File: src/rtl/i2s_capture_pkg.sv
// Shared I2S capture types: channel codes and deserialiser FSM state encodings.
package i2s_capture_pkg;

    typedef enum logic {
        I2S_LEFT  = 1'b0,
        I2S_RIGHT = 1'b1
    } i2s_chan_e;

    typedef enum logic [1:0] {
        ST_IDLE  = 2'd0,
        ST_SYNC  = 2'd1,
        ST_SHIFT = 2'd2,
        ST_HOLD  = 2'd3
    } cap_state_e;

endpackage

File: src/rtl/i2s_capture_fifo.sv
// First-word-fall-through sample FIFO; head visible combinationally, and the last popped word is held while empty.
// A push into a full FIFO is accepted only when a pop happens in the same cycle.
module i2s_capture_fifo
    import i2s_capture_pkg::*;
#(
    parameter int WIDTH = 25,
    parameter int DEPTH = 4
) (
    input  logic                   clk,
    input  logic                   rst_ni,
    input  logic                   push_i,
    input  logic [WIDTH-1:0]       push_dat_i,
    input  logic                   pop_i,
    output logic [WIDTH-1:0]       head_dat_o,
    output logic                   empty_o,
    output logic                   full_o,
    output logic [$clog2(DEPTH):0] count_o
);

    localparam int AW = $clog2(DEPTH);
    localparam int CW = AW + 1;

    logic [WIDTH-1:0] mem_q [DEPTH];
    logic [AW-1:0]    wr_ptr_q;
    logic [AW-1:0]    rd_ptr_q;
    logic [CW-1:0]    count_q;
    logic [WIDTH-1:0] last_q;
    logic             pop_ok;
    logic             push_ok;

    assign empty_o = (count_q == '0);
    assign full_o  = (count_q == CW'(DEPTH));
    assign pop_ok  = pop_i && !empty_o;
    assign push_ok = push_i && (!full_o || pop_ok);

    always_ff @(posedge clk) begin
        if (push_ok) begin
            mem_q[wr_ptr_q] <= push_dat_i;
        end
    end

    always_ff @(posedge clk) begin
        if (!rst_ni) begin
            wr_ptr_q <= '0;
            rd_ptr_q <= '0;
            count_q  <= '0;
            last_q   <= '0;
        end else begin
            if (push_ok) begin
                wr_ptr_q <= wr_ptr_q + AW'(1);
            end
            if (pop_ok) begin
                rd_ptr_q <= rd_ptr_q + AW'(1);
                last_q   <= mem_q[rd_ptr_q];
            end
            if (push_ok && !pop_ok) begin
                count_q <= count_q + CW'(1);
            end else if (pop_ok && !push_ok) begin
                count_q <= count_q - CW'(1);
            end
        end
    end

    assign head_dat_o = empty_o ? last_q : mem_q[rd_ptr_q];
    assign count_o    = count_q;

endmodule

File: src/rtl/i2s_capture.sv
// I2S receiver: deserialises MSB-first slots into L/R-tagged samples, buffered in a FWFT FIFO (sample valid 1 clk after its last bit edge).
// Define I2S_CAPTURE_SYNC_EN for 2-flop pin synchronisers (+1 clk latency) when the codec is asynchronous to clk.
module i2s_capture
    import i2s_capture_pkg::*;
#(
    parameter int DATA_WIDTH = 24,
    parameter int FIFO_DEPTH = 4
) (
    input  logic                        clk,
    input  logic                        rst,
    input  logic                        enable,
    input  logic                        clear_overflow,
    input  logic                        i2s_clock,
    input  logic                        i2s_lr,
    input  logic                        i2s_data,
    output logic [DATA_WIDTH-1:0]       audio_data,
    output logic                        audio_lr_bit,
    output logic                        audio_data_valid,
    input  logic                        audio_data_ack,
    output logic [$clog2(FIFO_DEPTH):0] fifo_count,
    output logic                        overflow
);

    localparam int CW = $clog2(DATA_WIDTH + 1);

    // Pin stage, packed as {clock, lr, data}.
    logic [2:0] pin_q;
`ifdef I2S_CAPTURE_SYNC_EN
    logic [2:0] meta_q;
    always_ff @(posedge clk) begin
        if (!rst) begin
            meta_q <= '0;
            pin_q  <= '0;
        end else begin
            meta_q <= {i2s_clock, i2s_lr, i2s_data};
            pin_q  <= meta_q;
        end
    end
`else
    always_ff @(posedge clk) begin
        if (!rst) begin
            pin_q <= '0;
        end else begin
            pin_q <= {i2s_clock, i2s_lr, i2s_data};
        end
    end
`endif

    logic       bclk_prev_q;
    i2s_chan_e  prev_lr_q;
    i2s_chan_e  lr_now;
    logic       bit_edge;
    logic       lr_change;

    assign lr_now    = i2s_chan_e'(pin_q[1]);
    assign bit_edge  = pin_q[2] && !bclk_prev_q;
    assign lr_change = bit_edge && (lr_now != prev_lr_q);

    cap_state_e            state_q, state_d;
    logic [CW-1:0]         bit_cnt_q, bit_cnt_d;
    logic [DATA_WIDTH-1:0] shift_q, shift_d;
    logic [DATA_WIDTH-1:0] shifted;
    i2s_chan_e             frame_lr_q, frame_lr_d;
    logic                  push;
    logic [DATA_WIDTH:0]   push_dat;

    always_comb begin
        state_d    = state_q;
        bit_cnt_d  = bit_cnt_q;
        shift_d    = shift_q;
        frame_lr_d = frame_lr_q;
        push       = 1'b0;
        push_dat   = {frame_lr_q, shift_q};
        shifted    = {shift_q[DATA_WIDTH-2:0], pin_q[0]};

        if (!enable) begin
            state_d = ST_IDLE;
        end else begin
            case (state_q)
                ST_IDLE: state_d = ST_SYNC;
                ST_SYNC, ST_HOLD: begin
                    if (lr_change) begin
                        state_d    = ST_SHIFT;
                        bit_cnt_d  = '0;
                        shift_d    = '0;
                        frame_lr_d = lr_now;
                    end
                end
                ST_SHIFT: begin
                    if (lr_change) begin
                        // Short slot: left-align what arrived, missing LSBs read as zero.
                        push       = (bit_cnt_q != '0);
                        push_dat   = {frame_lr_q, shift_q << (CW'(DATA_WIDTH) - bit_cnt_q)};
                        bit_cnt_d  = '0;
                        shift_d    = '0;
                        frame_lr_d = lr_now;
                    end else if (bit_edge) begin
                        shift_d   = shifted;
                        bit_cnt_d = bit_cnt_q + CW'(1);
                        if (bit_cnt_d == CW'(DATA_WIDTH)) begin
                            push     = 1'b1;
                            push_dat = {frame_lr_q, shifted};
                            state_d  = ST_HOLD;
                        end
                    end
                end
                default: state_d = ST_IDLE;
            endcase
        end
    end

    always_ff @(posedge clk) begin
        if (!rst) begin
            bclk_prev_q <= 1'b0;
            prev_lr_q   <= I2S_LEFT;
            state_q     <= ST_IDLE;
            bit_cnt_q   <= '0;
            shift_q     <= '0;
            frame_lr_q  <= I2S_LEFT;
        end else begin
            bclk_prev_q <= pin_q[2];
            if (bit_edge) begin
                prev_lr_q <= lr_now;
            end
            state_q    <= state_d;
            bit_cnt_q  <= bit_cnt_d;
            shift_q    <= shift_d;
            frame_lr_q <= frame_lr_d;
        end
    end

    logic [DATA_WIDTH:0] head_dat;
    logic                fifo_empty;
    logic                fifo_full;
    logic                drop;
    logic                overflow_q, overflow_d;

    i2s_capture_fifo #(
        .WIDTH (DATA_WIDTH + 1),
        .DEPTH (FIFO_DEPTH)
    ) u_fifo (
        .clk        (clk),
        .rst_ni     (rst),
        .push_i     (push),
        .push_dat_i (push_dat),
        .pop_i      (audio_data_ack),
        .head_dat_o (head_dat),
        .empty_o    (fifo_empty),
        .full_o     (fifo_full),
        .count_o    (fifo_count)
    );

    assign drop = push && fifo_full && !audio_data_ack;

    always_comb begin
        overflow_d = overflow_q;
        if (drop) begin
            overflow_d = 1'b1;
        end else if (clear_overflow) begin
            overflow_d = 1'b0;
        end
    end

    always_ff @(posedge clk) begin
        if (!rst) begin
            overflow_q <= 1'b0;
        end else begin
            overflow_q <= overflow_d;
        end
    end

    assign audio_data       = head_dat[DATA_WIDTH-1:0];
    assign audio_lr_bit     = head_dat[DATA_WIDTH];
    assign audio_data_valid = !fifo_empty;
    assign overflow         = overflow_q;

endmodule
File: config.mk
export PLATFORM = sky130hd
export DESIGN_NAME = i2s_capture
export DESIGN_NICKNAME = d
export VERILOG_FILES = /design/src/rtl/i2s_capture_pkg.sv /design/src/rtl/i2s_capture_fifo.sv /design/src/rtl/i2s_capture.sv
export SDC_FILE = /design/constraint.sdc
export NUM_CORES = 1
export LEC_CHECK = 0
export BUFFER_PORTS_ARGS = -buffer_cell sky130_fd_sc_hd__buf_2
export CAP_MARGIN = 25
export CORE_UTILIZATION = 50
export DETAILED_ROUTE_END_ITERATION = 6
export GPL_TIMING_DRIVEN = 0
export PLACE_DENSITY = 0.69
export SLEW_MARGIN = 10
export SYNTH_ARGS = -nofsm -noshare
export SYNTH_HDL_FRONTEND = slang
export SYNTH_SLANG_ARGS = --single-unit
File: constraint.sdc
create_clock -name clk -period 2.62 [get_ports clk]
set_clock_uncertainty 0.15 [all_clocks]
set_input_delay 0.786 -clock clk [delete_from_list [all_inputs] [get_ports clk]]
set_output_delay 0.786 -clock clk [all_outputs]
set_load 0.03 [all_outputs]
* Yosys cells after proc, flatten, opt, wreduce, memory -nomap -nowiden
Memories as Yosys holds them, arrays and structs flattened. A register that Yosys moved wholly into a read port is not among the register bits.
Index checks and enable logic that the tools add are counted.
** Storage, ports and cells
- Input bits :: 8
- RAM bits :: 100
- Output and inout port bits :: 30
- Memories kept :: 1
- Register bits after elaboration :: 70
- Logic and storage cells :: 90
** Operators by class
- Multiplexer cells :: 32
- Reductions and logical operators :: 27
- Shifts and indexed selects :: 1
- $add $sub $neg :: 6
- Equal/unequal tests :: 11
** Memory list
- u_fifo.mem_q :: words 4, width 25, rd ports 1, clocked after Yosys merged registers in 1, write ports 1, line i2s_capture_fifo.sv:23 : logic [WIDTH-1:0] mem_q [DEPTH];
** Operator list (number)
- 24-bit two-way mux :: 8
- 24-bit case mux with 2 select lines :: 1
- 25-bit two-way mux :: 1
- 24-bit by 5-bit left shift with 24-bit output :: 1
- 5-bit two-way mux :: 3
- 2-bit two-way mux :: 6
- 5-bit case mux with 2 select lines :: 1
- 1-bit two-way mux :: 9
- 1-bit logical AND :: 8
- 2-bit != test, second input constant :: 4
- 4-bit AND reduction :: 2
- 1-bit zero test :: 6
- 3-bit two-way mux :: 2
- 2-bit case mux with 3 select lines :: 1
- 2-bit nonzero test :: 3
- 5-bit by 1-bit adder with 5-bit output, second input constant :: 1
- 5-bit == test, second input constant :: 1
- 5-bit nonzero test :: 1
- 5-bit subtractor, first input constant :: 1
- 2-bit by 1-bit adder with 2-bit output, second input constant :: 2
- 2-bit == test, second input constant :: 2
- 3-bit by 1-bit adder with 3-bit output, second input constant :: 1
- 3-bit == test, second input constant :: 1
- 3-bit zero test :: 1
- other kinds (10) :: 10

* Depth between registers and ports, before layout
- Depth in word-level cells :: 12
- Gate-level depth with buffers :: 14

* Hierarchy
From an unflattened synthesis, not the netlist that was laid out.
** Second synthesis, totals
- Cells, all modules :: 691
- Area total of the unflattened synthesis :: 8808.4 um^2
** By module, submodules not included
- i2s_capture_fifo :: area an instance 5195.0 um^2, sequential area each 3683.5 um^2, times used 1, cells each 263
- i2s_capture :: area an instance 3613.5 um^2, sequential area each 760.7 um^2, times used 1, cells each 428

* Least setup slack after synthesis
OpenSTA, ideal clock, no wires.
- Path type :: register -> register
- Start point :: reg u_fifo.count_q[0], in the netlist u_fifo.count_o[0]
- End point :: reg u_fifo.count_q[2], in the netlist u_fifo.count_o[2]
- Setup time :: 76 ps
- Path slack :: -369 ps
- Arrival time :: 2764 ps
- Cell stages (with the launch flop) :: 13
- Clock period less this slack :: 2989 ps
- Data required time :: 2394 ps
- Cells stage by stage :: dfxtp_1 or3_1 buf_2 and2_1 buf_2 inv_2 buf_4 ha_1 inv_1 fa_1 xor2_1 or3_1 a21boi_0
** Between the ends
- Cells in the longest elaborated chain, start to end :: 8
- Elaborated cells between the ends (all ways) :: 16
** Ends and longest elaborated chain
- start, declared :: line i2s_capture_fifo.sv:26 : logic [CW-1:0] count_q;
- start signal, assigned :: line i2s_capture_fifo.sv:57 : count_q <= count_q + CW'(1);
- start signal, assigned :: line i2s_capture_fifo.sv:59 : count_q <= count_q - CW'(1);
- branches (longest 8 deep; another with 3-bit by 1-bit subtractor with 3-bit output)
Parallel ways; which one is timed is not known. The select of a mux whose other input is x is not followed.
A chain may end at the register's enable or synchronous reset.

==> results by group <==
CTS
  • Sink Count: 172
  • Htree depth: 4
  • TritonCTS clock tree: built
  • CTS Buf Count: 17
  • Worst-Skew Late Latency: 430 ps
  • Root buf cell: clkbuf_16
  • CTS clk-pin slew, worst paths: 70 ps
  • Clk buf depth: 2

Place
  • Dpl cells: 988
  • DP Area: 0.00909 sq mm
  • RePlAce Congestion: 0.913
  • HPWL after detailed placement: 16.3 mm
  • Port bufs: 36
  • Dpl ws: -807 ps

Finish
  • Final Instance Area: 0.0110 sq mm
  • Syn-to-layout area delta: 29.0%
  • Layout cells sized above 1: 37.2%
  • Final core utilization: 66.3%
  • Final net count: 854
  • Antenna diodes: 0
  • Final Instance Count excl. Fillers: 1070

Critical path
  • Slowest CP cell: mux4_2
  • Crit-path cells: buf_8, clkbuf_16, mux4_2, mux2_4, buf_6
  • Reg2Reg Depth: 10
  • Worst path max stage delay: 510 ps
  • Crit end category: output port
  • CP Class: flip-flop to output port
  • RR Startpoint: bit_cnt_q[0]
  • Worst path buffer plus inverter count: 3
  • Worst r2r dst: u_fifo.mem_q[2][22]
  • Startpoint types: flip-flop
  • R2R setup slack: -100 ps
  • Crit path DAT: 2010 ps
  • Max FO, Critical Path: 7
  • Family with the most delay on the worst path: multiplexers
  • Critical path required time: 1680 ps

Synthesis
  • Cells after synthesis: 732
  • Yosys reg bits: 172
  • Fraction of synthesized cell area in xor and xnor cells: 1.71%
  • Syn_nets: 749
  • Syn avg cell area: 11.7 sq um
  • Synth Area in Compound Gates: 12.4%
  • Sequential fraction of the synthesis area: 51.9%
  • Most common cell in the netlist: nand2_1
  • Top cell type by total area after synthesis: edfxtp_1
  • Adder-Cell Fraction of Synth Area: 1.40%
  • Yosys top cell area share: 35.1%
  • Top post-synthesis cells by area: edfxtp_1, dfxtp_1, mux4_2, nand2_1, a21boi_0
  • Post-synthesis simple-gate area fraction: 12.9%
  • Main combinational cell family by area after synthesis: multiplexers
  • Number of synthesized flops with an enable pin: 100
  • Mux share of post-synthesis cell area: 16.0%
  • Ys async rst share: 0%
  • Syn Std Cell Area: 0.00856 sq mm
  • Synth top cells by count: nand2_1, edfxtp_1, dfxtp_1
  • Yosys Warn Count: 0
  • Synth cell types: 62
  • Top FF cell, synth: edfxtp_1

GRT
  • Vias in the first global route: 6346
  • Pin count of the biggest net entering global routing: 26
  • Global Route Usage Sum: 27.4%
  • First-pass GRT wire length: 35.9 mm
  • Initial antenna violation count: 0
  • Remaining global-route overflow: 0

Hold path
  • Hold Crit Start: u_fifo.last_q[9]
  • Worst min-delay path category: flip-flop to flip-flop
  • Hold path endpoint: u_fifo.last_q[9]
  • Hold path depth: 2

Timing
  • Setup violations, final: 42
  • RSZ-0062 raised after global routing: true
  • Hold Vio Cnt, Final: 0
  • Slew margin rel.: 50.7%
  • TNS Setup: -8420 ps
  • Achievable frequency: 0.339 GHz
  • Fin worst setup slack: -330 ps
  • Fin crit share: 113%
  • Hold slack final: 315 ps
  • Post-route minimum period: 2950 ps
  • Pins Over Slew Limit: 0
  • Slew @ Worst Pin: 740 ps

Pwr
  • VDD IR-drop max: 0.000705 V
  • Leakage: 3.80 nW
  • Total Power: 8.05 mW
  • Power Dens Cells: 729 mW/mm^2

Drt
  • WL/cell: 22.5 microns
  • Wire length on met3: 1.06 mm
  • DRT Pass-1 Iters: 5
  • Final WL: 24.0 mm
  • Highest Signal Layer: met4
  • Iter 0 DRT Violations: 470
  • Routed met1 length: 9.78 mm
  • Routed wl met2: 12.4 mm
  • DR vias/cell: 6.00
  • Drc violations: 0
  • Routed Antenna Nets: 0
  • DR vias: 6420

Outcome
  • Failing checks: setup timing
  • Status: complete, but fails checks

Floorplan
  • Initial Util: 51.4%
  • Row count: 47
  • Die Height: 133 microns
  • Area of the die: 0.0176 sq mm
  • Die W: 133 microns
  • Core Area: 0.0166 sq mm
  • IO Pins: 38

Flow run
  • MaxCap Viol Count: 0
==> worst max path at each step <==
| stage | endpoint | slack [ps] | depth (start not counted) |
|---|---|---|---|
| after CTS | audio_data[20] | -350 | 5 |
| after global routing | audio_data[1] | -370 | 5 |
| after detailed placement | u_fifo.mem_q[3][16] | -810 | 11 |
| after floorplan | u_fifo.count_o[2] | -30 | 12 |
| after global placement | u_fifo.mem_q[0][16] | -680 | 11 |
| final | audio_data[13] | -330 | 5 |
==> sequential cells by signal, indices dropped and copies added (netlist names), named ones only <==
signal	count
bit_cnt_q	5
u_fifo.wr_ptr_q	2
u_fifo.mem_q	100
shift_q	24
u_fifo.last_q	25
overflow	1
u_fifo.count_o	3
frame_lr_q	1
bclk_prev_q	1
pin_q	3
prev_lr_q	1
state_q	2
u_fifo.rd_ptr_q	2
==> layout by cell type (no fill, tap or decap), types with 4 or more instances in the layout <==
master,instances
o21ai_2,17
buf_4,43
buf_2,17
mux4_2,37
buf_6,41
dfxtp_4,4
nor2b_1,8
ha_1,5
a21boi_0,51
inv_1,7
nor2_1,17
clkbuf_16,21
mux2_4,29
clkbuf_2,4
and2_4,6
mux2i_4,5
xnor2_1,4
dfxtp_1,65
mux2i_1,7
clkbuf_1,15
mux2i_2,5
clkbuf_4,5
inv_6,4
o211ai_1,7
buf_12,7
edfxtp_1,100
nand2_2,4
a221o_1,6
a22oi_1,11
o21ai_0,9
nand3_1,32
a21oi_1,11
and2_1,16
nand2_1,120
nor3_4,4
==> report_power, final <==
| part | total, mW | internal (mW) | switching, mW | leakage [nW] |
|---|---|---|---|---|
| sequential | 2.99 | 2.92 | 0.0707 | 1.49 |
| combinational | 2.53 | 1.25 | 1.28 | 2.03 |
| clock | 2.54 | 1.43 | 1.11 | 0.283 |
==> what timing repair did <==
item / 4_1_cts / 5_1_grt
setup buffers: 29 / 21
endpoints found under the hold margin: 0 / 0
pin swaps: 13 / 31
gates resized for setup: 166 / 98
cloned: 1 / 3
hold buffers: 0 / 0
setup endpoints to repair: 224 / 116
==> layout make-up <==
type	count	area, sq um
plain buffers	51	423
flip-flops and latches	172	4460
clock buffers	18	429
well taps	220	275
inverters	12	73.8
clock inverters	14	159
repair buffers	90	892
multi-input cells	493	4320
fillers	1218	5610
==> cells by family after synthesis <==
group | after synthesis
mux | 85
buf+inv | 67
fa+ha+maj | 9
simple gates | 237
xor+xnor | 12
flops | 172
compound gates | 150
==> layer usage <==
layer | vias up | track usage (%)
met3 | 52 | 3.52
met4 | 0 | 10.5
met1 | 3214 | 33.6
met5 | - | 0
li1 | 2930 | -
met2 | 224 | 49.1
==> worst reg2reg max path: stages, from the launching register on <==
cell       delay (ps)
dfxtp_4           370
buf_6             140
clkinv_8           60
ha_4              300
buf_6             110
clkbuf_16         140
mux4_2            370
nand2_2           100
a2111oi_2          70
a31o_1            210
a221o_1           400
Note: power is estimated with default switching activity, not from simulation.
